--- config.mk ---
export PLATFORM = sky130hd
export DESIGN_NAME = bht_port_scheduler
export DESIGN_NICKNAME = d
export VERILOG_FILES = /design/src/rtl/bht_port_scheduler.sv
export SDC_FILE = /design/constraint.sdc
export NUM_CORES = 1
export LEC_CHECK = 0
export BUFFER_PORTS_ARGS = -buffer_cell sky130_fd_sc_hd__clkbuf_2
export CORE_MARGIN = 3
export CORE_UTILIZATION = 51
export CTS_CLUSTER_SIZE = 14
export DETAILED_ROUTE_END_ITERATION = 10
export PLACE_DENSITY_LB_ADDON = 0.15
export RECOVER_POWER = 50
export SLEW_MARGIN = 20
export SYNTH_ARGS = -nofsm -noshare
export SYNTH_HDL_FRONTEND = slang
export SYNTH_SLANG_ARGS = --single-unit
--- constraint.sdc ---
create_clock -name clk -period 5.3 [get_ports clk]
set_input_delay 0.795 -clock clk [delete_from_list [all_inputs] [get_ports clk]]
set_output_delay 0.795 -clock clk [all_outputs]
set_load 0.01 [all_outputs]
--- src/rtl/bht_port_scheduler.sv ---
// Single-port BHT arbiter: fetch lookups share the port with queued read-modify-write updates.
// Optional power-on sweep of INIT_VAL into every entry is compiled in with BHT_INIT_SWEEP_EN.
module bht_port_scheduler #(
  parameter int         IDX_W    = 4,
  parameter int         QDEPTH   = 4,
  parameter logic [1:0] INIT_VAL = 2'b01
) (
  input  logic                       clk,
  input  logic                       reset,
  input  logic                       pred_req,
  input  logic [IDX_W-1:0]           pred_idx,
  output logic                       pred_gnt,
  output logic                       pred_valid,
  output logic                       pred_taken,
  input  logic                       upd_valid,
  input  logic [IDX_W-1:0]           upd_idx,
  input  logic                       upd_taken,
  output logic                       upd_ready,
  output logic                       bht_en,
  output logic                       bht_we,
  output logic [IDX_W-1:0]           bht_idx,
  output logic [1:0]                 bht_wdata,
  input  logic [1:0]                 bht_rdata,
  output logic [$clog2(QDEPTH):0]    q_count,
  output logic                       init_done,
  output logic [1:0]                 fsm_state
);
  localparam int QW = $clog2(QDEPTH);
  localparam int CW = QW + 1;

  typedef enum logic [1:0] {INIT, IDLE, UPD_RD, UPD_WR} state_t;

  state_t           state;
  logic             init_done_r;
  logic             pv;
  logic [QW-1:0]    head, tail;
  logic [CW-1:0]    count;
  logic [IDX_W-1:0] q_idx [QDEPTH];
  logic             q_tk  [QDEPTH];
  logic             full, empty, push, pop;
`ifdef BHT_INIT_SWEEP_EN
  logic [IDX_W-1:0] init_idx;
`endif

  function automatic logic [1:0] sat_next(input logic [1:0] v, input logic tk);
    if (tk) return (v == 2'b11) ? v : v + 2'b01;
    else    return (v == 2'b00) ? v : v - 2'b01;
  endfunction

  // Handshakes: a transfer happens on a clock edge where valid and ready are both high;
  // the offerer holds valid and payload stable until that edge.
  assign full       = (count == CW'(QDEPTH));
  assign empty      = (count == '0);
  assign upd_ready  = init_done_r && !full;
  assign push       = upd_valid && upd_ready;
  assign pred_gnt   = !reset && (state == IDLE) && pred_req && !full;
  assign pop        = !reset && (state == UPD_RD);
  assign pred_valid = pv;
  assign pred_taken = pv & bht_rdata[1];
  assign q_count    = count;
  assign init_done  = init_done_r;
  assign fsm_state  = state;

  // Port drive is combinational so a granted read returns data on the very next cycle.
  always_comb begin
    bht_en    = 1'b0;
    bht_we    = 1'b0;
    bht_idx   = '0;
    bht_wdata = '0;
    if (!reset) begin
      case (state)
`ifdef BHT_INIT_SWEEP_EN
        INIT: begin
          bht_en    = 1'b1;
          bht_we    = 1'b1;
          bht_idx   = init_idx;
          bht_wdata = INIT_VAL;
        end
`endif
        IDLE: begin
          if (pred_gnt) begin
            bht_en  = 1'b1;
            bht_idx = pred_idx;
          end else if (!empty) begin
            bht_en  = 1'b1;
            bht_idx = q_idx[head];
          end
        end
        UPD_RD: begin
          bht_en    = 1'b1;
          bht_we    = 1'b1;
          bht_idx   = q_idx[head];
          bht_wdata = sat_next(bht_rdata, q_tk[head]);
        end
        default: ;
      endcase
    end
  end

  always_ff @(posedge clk) begin
    if (push) begin
      q_idx[tail] <= upd_idx;
      q_tk[tail]  <= upd_taken;
    end
  end

  always_ff @(posedge clk) begin
    if (reset) begin
      head  <= '0;
      tail  <= '0;
      count <= '0;
      pv    <= 1'b0;
`ifdef BHT_INIT_SWEEP_EN
      state       <= INIT;
      init_idx    <= '0;
      init_done_r <= 1'b0;
`else
      state       <= IDLE;
      init_done_r <= 1'b1;
`endif
    end else begin
      pv <= pred_gnt;
      if (push) tail <= tail + QW'(1);
      if (pop)  head <= head + QW'(1);
      if (push && !pop)      count <= count + CW'(1);
      else if (pop && !push) count <= count - CW'(1);
      case (state)
`ifdef BHT_INIT_SWEEP_EN
        INIT: begin
          init_idx <= init_idx + IDX_W'(1);
          if (&init_idx) begin
            state       <= IDLE;
            init_done_r <= 1'b1;
          end
        end
`endif
        IDLE:    if (!pred_gnt && !empty) state <= UPD_RD;
        UPD_RD:  state <= UPD_WR;
        UPD_WR:  state <= IDLE;
        default: state <= IDLE;
      endcase
    end
  end
endmodule
; ---- After elaboration in Yosys (flattened, before gate mapping)
; Memories as Yosys holds them, arrays and structs flattened. A register that Yosys moved wholly into a read port is not among the register bits.
; Index checks and enable logic that the tools add are counted.
[totals]
regBits = 10
mem_bits_rw = 20
input_bits = 15
output_inout_bits = 18
elab_cells = 61
memories = 2
[memory_table]
columns = memory, depth, width, read_ports, rd_ports_with_merged_regs, write_ports, line_no
row1 = q_idx, 4, 4, 1, 1, 1, 38  ; logic [IDX_W-1:0] q_idx [QDEPTH];
row2 = q_tk, 4, 1, 1, 1, 1, 39  ; logic q_tk [QDEPTH];
[op_classes]
addsub = 6
n_eq_ne = 5
n_mux = 25
bitwise = 1
reduce_logical = 17
[ops]
columns = operator, n
row1 = 2-to-1 mux 2 bit, 10
row2 = 2-to-1 mux 4 bit, 3
row3 = logical AND 1 bit, 8
row4 = one-hot mux 4 bit (2 select lines), 1
row5 = 2-to-1 mux 1 bit, 7
row6 = adder 2 x 1 -> 2 bit (second input constant), 3
row7 = zero test 1 bit, 6
row8 = 2-to-1 mux 3 bit, 2
row9 = == test 2 bit (second input constant), 2
row10 = one-hot mux 2 bit (2 select lines), 1
row11 = adder 3 x 1 -> 3 bit (second input constant), 1
row12 = == test 3 bit (second input constant), 1
row13 = zero test 3 bit, 1
row14 = subtractor 3 x 1 -> 3 bit (second input constant), 1
row15 = == test 2 x 1 -> 1 bit (second input constant), 1
row16 = zero test 2 bit, 1
row17 = inequality test 2 x 1 -> 1 bit (second input constant), 1
row18 = one-hot mux 1 bit (2 select lines), 1
row19 = nonzero test 2 bit, 1
row20 = subtractor 2 x 1 -> 2 bit (second input constant), 1
row21 = AND 1 bit, 1

; ---- Logic depth before layout (Yosys ltp)
; Gate-level depths: netlist of run 1.
[depth]
depth_word = 8
mapped_depth = 10
ltp_nobuf = 9

; ---- Worst setup path before layout of run 1
; OpenSTA, ideal clock, no wires.
[synth_path]
path_kind = input -> output
start = input reset
end = output bht_idx[0]
arrival_time_ps = 1859
required_ps = 4505
path_slack_ps = 2646
stages = 6
path_buffers = 2
cell_sequence = buf_2 -> nor2b_2 -> and3_1 -> buf_2 -> nand2_1 -> a211oi_1
[synth_between]
elab_chain_len = 7
[synth_rtl]
columns = element, line_no
row1 = start: declaration, 9  ; input logic reset,
row2 = zero test 1 bit, -
row3 = logical AND 1 bit (3 in a row), 56  ; assign pred_gnt = !reset && (state == IDLE) && pred_req && !full;
row4 = net pred_gnt, 12  ; output logic pred_gnt,
row5 = 2-to-1 mux 4 bit, 81  ; if (pred_gnt) begin
row6 = one-hot mux 4 bit (2 select lines), 71  ; case (state)
row7 = 2-to-1 mux 4 bit, 70  ; if (!reset) begin
row8 = end: declaration, 21  ; output logic [IDX_W-1:0] bht_idx,
; The timed path passes the listed nets, and every way through them passes these cells.

; ---- Worst setup path after layout of run 1
[layout_path]
start = register state[1] (netlist: fsm_state[1])
end = output bht_idx[1]
[layout_between]
elab_chain_len = 7
elab_cells_between_ends = 8
classes_between = eq/ne: 2 / mux: 3 / reduce/logical: 3
[layout_rtl]
columns = element, line_no
row1 = start: declaration, 33  ; state_t state;
row2 = start signal: assignment, 118  ; state <= IDLE;
row3 = start signal: assignment, 137  ; IDLE: if (!pred_gnt && !empty) state <= UPD_RD;
row4 = start signal: assignment, 138  ; UPD_RD: state <= UPD_WR;
row5 = == test 2 x 1 -> 1 bit, "56, 71"
row6 = logical AND 1 bit (3 in a row), 56
row7 = 2-to-1 mux 4 bit, 81
row8 = one-hot mux 4 bit (2 select lines) *, 71
row9 = 2-to-1 mux 4 bit *, 70
; Mark *: on every way between the ends. The rest lies on a longest branch, timed or not.

==> flow_summary_export.csv, run 1 <==
group,metric,value,unit
timing,setup_viol,0,
clocking,hold_buffers,0,
place,io_buffers,31,
setup_path,critPathBufInv,2,
global_route,grt_pass1_wl,4370,um
drt,drt_iter0_markers,23,
setup_path,critPathRequiredTime,4510,ps
setup_path,cpMaxStageDelayCell,"dfxtp_1",
layout,antenna_cells,0,
floorplanning,boundaryPins,33,
timing,setup_tns,0,ps
pwr,ir_drop,284,uV
timing,maxClockFrequency,0.353,GHz
clocking,clock_path_buffers,2,
floorplanning,rows,19,
outcome,status,"completed",
floorplanning,die-area,3690,um^2
setup_path,startpoint_type,"flop",
floorplanning,core-area,2810,um^2
clocking,cts_resized,0,
global_route,grt_pass1_vias,922,
timing,final_max_slew_viol_count,0,
floorplanning,die_h,60.7,um
timing,hold_viol,0,
logic_synthesis,synth_flop_cell,"edfxtp_1",
drt,drc,0,
pwr,power_per_cell_area,484,nW/um^2
layout,syn_to_final_growth,14.3,%
logic_synthesis,ys_seq_area_share,55.0,%
place,dp_hpwl,2080,um
timing,rsz0062_at_grt,"false",
layout,layout_common_cells,"clkbuf_2 (25), edfxtp_1 (20), dfxtp_1 (12)",
timing,fin_skew,12.8,ps
logic_synthesis,avgSynthCellArea,12.7,um^2
drt,vias_per_cell,5.39,
pwr,p_leak,0.000719,uW
timing,fin_crit_sh,53.4,%
run,drv_cap,0,
drt,wl_per_cell,14.9,um
setup_path,worstPathMaxFanout,6,
logic_synthesis,yosys_warnings,0,
clocking,cts_tree,"yes",
logic_synthesis,syn_area,1530,um^2
logic_synthesis,synth-edff-count,20,
setup_path,critical_path_class,"reg2out",
layout,final_common_cell,"clkbuf_2",
global_route,grt_max_degree,19,
floorplanning,dieWidth,60.7,um
logic_synthesis,ys_async_sr_fraction,0,%
logic_synthesis,ys_ff_latch,32,
setup_path,cp_top_family,"compound AO/OA/AOI/OAI gates",
hold_path,hold_class,"reg2reg",
setup_path,worst_setup_path_end_kind,"output port",
setup_path,path_cells,"inv_1 -> ha_1 -> and4bb_2 -> a311oi_1 -> nand2b_1 -> a211oi_1 -> clkbuf_2",
timing,period_needed,2830,ps
layout,drive_above_1_share,28.1,%
global_route,grt_overflow,0,
global_route,antenna_found_initial,0,
setup_path,cp.arrival,2040,ps
place,place.gp.congestion,0.780,
clocking,cts-root-buf,"clkbuf_4",
clocking,cts.sinks,32,
clocking,post-cts-setup-buffers,0,
place,place_area,1680,um^2
logic_synthesis,postSynthCellCount,120,
global_route,grt_usage,17.2,%
clocking,clk_latency,330,ps
clocking,clk_pin_slew,100,ps
floorplanning,start_util,54.5,%
drt,num_vias,992,
setup_path,cpPeakStageDelay,380,ps
clocking,cts_buffers,5,
logic_synthesis,synthDistinctLibCells,33,
drt,dr.pass1.iters,4,
drt,antenna_left,0,
layout,final_nets,176,
logic_synthesis,syn_nets,144,
layout,fin_area,1750,um^2
clocking,cts-htree-levels,2,
drt,drt_wl_total,2730,um
[worst paths after layout]
path / startpoint / to / slack [ps] / cells past startpoint
hold / removal: tail[1] / tail[1] / 510 / 2
setup reg to reg: q_count[0] / q_count[2] / 2950 / 9
hold reg to reg: tail[1] / tail[1] / 510 / 2
setup / recovery: fsm_state[1] / bht_idx[1] / 2470 / 7
[layer usage]
layer,track usage [%],part of all wire (%),up-vias
met5,0,0,-
met3,6.81,5.2,5
met1,21.4,45,474
li1,-,-,490
met2,26.1,48,23
met4,8.36,1.9,0
[registers in the layout, summed over array words and instances (netlist names), named ones only]
name,count
fsm_state,2
pred_valid,1
q_tk,4
head,2
q_count,3
q_idx,16
tail,2
[logic make-up (layout without fill, tap and decap cells)]
group                    after synthesis  after routing  synth area share [%]
AO/OA/AOI/OAI                         15             15                  7.21
multiplexers                           7              7                  8.68
AND/OR/NAND/NOR                       38             38                  13.9
buffers and inverters                 13             46                  4.18
flip-flops                            32             32                  55.0
adder cells (fa/ha/maj)                9              9                  7.86
XOR/XNOR                               5              5                  2.87
other                                  1              1                 0.245
[cells in the mapped netlist, drive strengths merged, types with 2 or more instances]
| library cell | n | area (um^2) |
|---|---|---|
| mux4 | 5 | 113 |
| dfxtp | 12 | 240 |
| xor2 | 3 | 26.3 |
| nor2 | 8 | 30.0 |
| or2 | 2 | 12.5 |
| a211oi | 5 | 37.5 |
| o21ai | 2 | 10.0 |
| edfxtp | 20 | 601 |
| ha | 8 | 100 |
| and3 | 6 | 43.8 |
| a21oi | 5 | 25.0 |
| buf | 6 | 37.5 |
| mux2i | 2 | 20.0 |
| inv | 7 | 26.3 |
| xnor2 | 2 | 17.5 |
| nand2b | 6 | 37.5 |
| or3 | 2 | 12.5 |
| nand2 | 8 | 30.0 |
[metrics by stage]
step | instances | total power (uW) | utilization (%) | setup slack, ps | hold slack [ps]
floorplan | 120 | 587 | - | 2650 | 469
finish | 184 | 845 | 62.3 | 2470 | 512
global placement | 176 | 662 | 60.0 | 2470 | 499
detailed placement | 176 | 673 | 60.0 | 2410 | 499
global route | 184 | 908 | 62.3 | 2310 | 551
CTS | 184 | 866 | 63.1 | 2400 | 515
[layout make-up]
class	instances	area (um^2)
clock buffers	6	51.3
repair buffers	31	148
multi-input cells	75	608
clock inverters	2	33.8
fillers	245	1060
well taps	31	38.8
inverters	7	26.3
flip-flops and latches	32	841
[tightest hold or removal path: cells and delay by family, from the launching register on]
kind	cells	cell delay, ps
DFF	1	350
and+or+nand+nor	1	60
AOI/OAI and AO/OA	1	60
[report_power, final]
part	total, uW	switching (uW)	internal [uW]	leakage, uW
logic	301	162	138	0.000391
clock network	194	83.2	111	0.0000459
registers	350	38.7	312	0.000282
total	845	284	561	0.000719
No activity file was read; power rests on OpenSTA's default activity.
==> inputs of run 2 (changes only) <==
CORE_UTILIZATION = 48   (was 51)
clock period = 2.4 ns   (was 5.3 ns; I/O delays follow)
==> run 2 against run 1 <==
Sequential share of layout area decreased by 1.3 points. Sequential cell count unchanged. Combinational power increased by 130%. Clock power increased by 110%. Critical endpoint is now q_count[2]. Worst hold slack got worse by 220 ps. Sequential power increased by 120%.
==> flow_summary_export.csv, run 2 (synthesis results as in run 1) <==
group,metric,value,unit
layout,final_nets,179,
pwr,p_leak,0.000717,uW
clocking,cts_buffers,5,
layout,regMostFlops,"q_idx",
hold_path,worstHoldStart,"upd_idx[3]",
pwr,power_per_cell_area,1050,nW/um^2
setup_path,cp_top_family,"adder cells",
setup_path,path_cells,"inv_1 -> ha_1 -> nand2b_1 -> ha_1 -> inv_1 -> fa_1 -> xor2_1 -> or3_1 -> a21oi_1",
global_route,grt_usage,15.6,%
global_route,grt_pass1_vias,1023,
layout,post-route-util,62.0,%
clocking,cts.sinks,32,
hold_path,whs_path_depth,1,
timing,rsz0062_at_grt,"false",
layout,layout_common_cells,"clkbuf_2 (21), edfxtp_1 (20), dfxtp_1 (10), clkbuf_1 (10)",
drt,drt_wl_total,2860,um
global_route,use_met1,18.5,%
place,place.gp.congestion,0.738,
setup_path,critPathBufInv,2,
setup_path,cpMaxStageDelayCell,"dfxtp_1",
timing,fin_crit_sh,92.8,%
clocking,cts_tree,"yes",
pwr,ir_drop,859,uV
layout,drive_above_1_share,31.4,%
timing,period_needed,2230,ps
global_route,globalRouteMet2Util,26.6,%
layout,syn_to_final_growth,17.8,%
setup_path,cpPeakStageDelay,400,ps
clocking,cts-root-buf,"clkbuf_4",
place,io_buffers,31,
timing,final_max_slew_viol_count,0,
drt,wl_per_cell,14.5,um
place,dp_hpwl,2150,um
floorplanning,rows,19,
setup_path,reg2reg_depth,9,
setup_path,worstPathMaxFanout,5,
clocking,cts-htree-levels,2,
floorplanning,dieWidth,62.4,um
setup_path,critical_path_class,"reg2reg",
layout,nFillCells,260,
setup_path,crit_start,"fsm_state[0]",
global_route,grt_max_degree,12,
layout,final_common_cell,"clkbuf_2",
drt,drc,0,
floorplanning,die-area,3900,um^2
timing,holdWs,289,ps
global_route,antenna_found_initial,0,
drt,drt_iter0_markers,33,
drt,dr.pass1.iters,4,
timing,maxClockFrequency,0.449,GHz
global_route,grt_overflow,0,
setup_path,critical_path_cell_count,9,
global_route,use_met3,4.50,%
floorplanning,core-area,2900,um^2
global_route,grt_pass1_wl,4740,um
layout,largest_reg_flops,16,
hold_path,hold_class,"in2reg",
layout,antenna_cells,0,
global_route,busiest_layer,"met2",
drt,antenna_left,0,
timing,setup_viol,0,
drt,vias_per_cell,5.10,
setup_path,startpoint_type,"flop",
floorplanning,start_util,52.7,%
setup_path,critPathRequiredTime,2660,ps
timing,setup_tns,0,ps
clocking,clk_pin_slew,100,ps
floorplanning,die_h,62.4,um
timing,hold_viol,0,
run,drv_cap,0,
clocking,clock_path_buffers,2,
timing,fin_skew,3.97,ps
outcome,status,"completed",
floorplanning,boundaryPins,33,
setup_path,worst_setup_path_end_kind,"flop",
drt,num_vias,1010,
setup_path,cp.arrival,2490,ps
clocking,clk_latency,320,ps
clocking,hold_buffers,0,
setup_path,rr_startpoint,"fsm_state[0]",
[run 2: cell types whose count changed in the layout (fill, tap and decap cells not counted), moves of 2 or more]
cell,delta
buf_4,+3
dfxtp_1,-2
clkbuf_1,+4
dfxtp_2,+2
clkbuf_2,-4
[run 2: stage by stage]
| stage | area [um^2] | worst slack (ps) | total power [uW] | instances |
|---|---|---|---|---|
| floorplan | 1530 | 264 | 1300 | 120 |
| global placement | 1710 | 223 | 1470 | 189 |
| detailed placement | 1710 | 189 | 1500 | 189 |
| CTS | 1800 | 38.4 | 1910 | 197 |
| global route | 1800 | 22.1 | 2030 | 198 |
| finish | 1800 | 174 | 1890 | 198 |
[run 2: where the power goes]
group,switching [uW],internal [uW],total [uW]
Combinational,371,335,707
Sequential,93.0,692,785
Clock,186,217,403
Total,650,1240,1890
[run 2: per-layer routing]
| metal | vias up | wire [um] |
|---|---|---|
| met1 | 482 | 1230 |
| met2 | 27 | 1440 |
| met3 | 4 | 154 |
| met5 | - | 0 |
| li1 | 497 | - |
| met4 | 0 | 36 |
[run 2: final timing paths]
path,end,slack [ps]
worst min-delay path,q_idx[2][3],290
worst min register to register,tail[1],510
worst max-delay path,q_count[2],170
worst max register to register,q_count[2],170
[run 2: timing repair]
action	in CTS	in global routing
gates resized for setup	1	3
pin swaps	0	1
setup buffers	0	1
setup endpoints to repair	4	5
hold endpoints to repair	0	0
[run 2: worst register-to-register path: cells and delay by family (launching register included)]
family / cells / cell delay [ps]
adder cells (fa/ha/maj): 3 / 850
AND/OR/NAND/NOR: 2 / 460
flip-flops: 1 / 400
XOR/XNOR: 1 / 170
buffers and inverters: 2 / 140
AO/OA/AOI/OAI: 1 / 140
[run 2: cell type report]
class / instances / area, um^2 / area share [%]
flip-flops and latches: 32 / 843 / 46.9
inverters: 7 / 26.3 / 1.46
clock inverters: 3 / 42.5 / 2.36
repair buffers: 34 / 165 / 9.18
multi-input cells: 75 / 632 / 35.1
well taps: 42 / 52.6 / 2.92
clock buffers: 5 / 37.5 / 2.09
==> inputs of run 3 (changes only) <==
CORE_UTILIZATION = 51   (was 48)
clock period = 2.7 ns   (was 2.4 ns; I/O delays follow)
==> run 3 against run 2 <==
Via count grew 0.69%. Core utilization grew 0.50 points. Non-clock buffer count shrank 2. Worst setup slack gained 35 ps. Count of clock-buffer cells in the layout grew 1. Final area shrank 2.5%. Critical path type is now reg2out. Critical endpoint is now bht_idx[1].
==> flow_summary_export.csv, run 3 (synthesis results as in run 1) <==
group,metric,value,unit
timing,worst_slack,208,ps
pwr,power.share.switching,34.2,%
pwr,internal_power,1090,uW
layout,largest_reg_flops,16,
place,place_ws,424,ps
pwr,seqPwrFrac,41.7,%
setup_path,worstPathMaxFanout,6,
run,drv_cap,0,
floorplanning,core-area,2810,um^2
drt,num_vias,1017,
clocking,hold_buffers,0,
pwr,power_per_cell_area,947,nW/um^2
global_route,grt_max_degree,19,
clocking,cts_resized,0,
floorplanning,die-area,3690,um^2
drt,drc,0,
setup_path,critical_path_class,"reg2out",
floorplanning,boundaryPins,33,
timing,holdWs,337,ps
pwr,p_leak,0.000706,uW
layout,regMostFlops,"q_idx",
layout,drive_above_1_share,26.6,%
global_route,grt_usage,17.5,%
setup_path,r2r_slack,450,ps
floorplanning,rows,19,
clocking,clk_latency,330,ps
setup_path,worst_setup_path_end_kind,"output port",
clocking,cts-htree-levels,2,
global_route,grt_overflow,0,
timing,final_max_slew_viol_count,0,
layout,syn_to_final_growth,14.8,%
drt,dr.pass1.iters,4,
floorplanning,die_h,60.7,um
layout,nFillCells,246,
setup_path,critPathRequiredTime,2300,ps
timing,fin_crit_sh,92.3,%
pwr,ir_drop,601,uV
clocking,clock_path_buffers,2,
hold_path,hold_class,"in2reg",
setup_path,cp.arrival,2090,ps
floorplanning,dieWidth,60.7,um
timing,period_needed,2490,ps
timing,hold_viol,0,
global_route,grt_pass1_vias,966,
layout,antenna_cells,0,
outcome,status,"completed",
layout,layout_common_cells,"clkbuf_2 (20), edfxtp_1 (20), dfxtp_1 (12), clkbuf_1 (12)",
setup_path,startpoint_type,"flop",
timing,rsz0062_at_grt,"false",
clocking,post-cts-setup-buffers,0,
pwr,switchingPower,569,uW
timing,setup_tns,0,ps
global_route,grt_pass1_wl,4460,um
timing,setup_viol,0,
place,io_buffers,31,
drt,vias_per_cell,5.50,
timing,fin_skew,11.3,ps
drt,antenna_left,0,
clocking,clk_pin_slew,100,ps
global_route,antenna_found_initial,0,
floorplanning,start_util,54.5,%
clocking,cts_tree,"yes",
clocking,cts.sinks,32,
timing,maxClockFrequency,0.401,GHz
drt,drt_wl_total,2810,um
pwr,pwr-share-clk,21.3,%
place,dp_hpwl,2100,um
clocking,cts-root-buf,"clkbuf_4",
drt,drt_iter0_markers,15,
pwr,comb_power_share,37.0,%
drt,wl_per_cell,15.2,um
clocking,cts_buffers,5,
place,place.gp.congestion,0.774,
layout,final_nets,177,
-- run 3: cell count changes in the layout (fill, tap and decap cells not counted), sizes merged --
| cell | before | now |
|---|---|---|
| clkbuf | 36 | 37 |
| clkinvlp | 1 | 0 |
| buf | 3 | 1 |
-- run 3: worst max-delay path, stage by stage, from the launching register on --
cell	delay, ps
dfxtp_1	400
inv_1	80
ha_1	260
and4bb_2	260
a311oi_1	380
nand2b_1	170
a211oi_1	60
clkbuf_2	140
-- run 3: routing by layer --
layer  up-vias  GRT usage [%]  part of all wire, %
met5         -              0                    0
met1       491           20.9                   42
li1        495              -                    -
met2        25           28.2                   51
met3         6           6.81                  5.7
met4         0           7.43                  1.6
-- run 3: stage by stage --
step	power (uW)	cells	instance area (um^2)	util, %
finish	1660	185	1750	62.5
global route	1790	185	1750	62.5
CTS	1690	185	1770	63.0
detailed placement	1330	177	1690	60.3
global placement	1320	177	1690	60.3
floorplan	1150	120	1530	-
-- run 3: power groups by stage --
stage	Sequential, uW	Clock, uW	Combinational [uW]
finish	693	354	614
global route	709	386	696
CTS	695	364	635
detailed placement	706	0	625
global placement	698	0	617
floorplan	694	0	458
-- run 3: final cells by class --
class	instances	area [um^2]	area share, %
clock buffer	6	41.3	2.35
multi-input combinational	75	623	35.5
sequential	32	841	47.9
inverter	7	26.3	1.50
clock inverter	2	35.0	2.00
tap	31	38.8	2.21
timing repair buffer	32	149	8.49
-- run 3: worst paths after layout --
kind,end,from,cells past startpoint
setup reg to reg,q_count[2],fsm_state[0],9
setup / recovery,bht_idx[1],fsm_state[1],7
hold / removal,q_idx[2][1],upd_idx[1],1
hold reg to reg,tail[1],tail[1],2
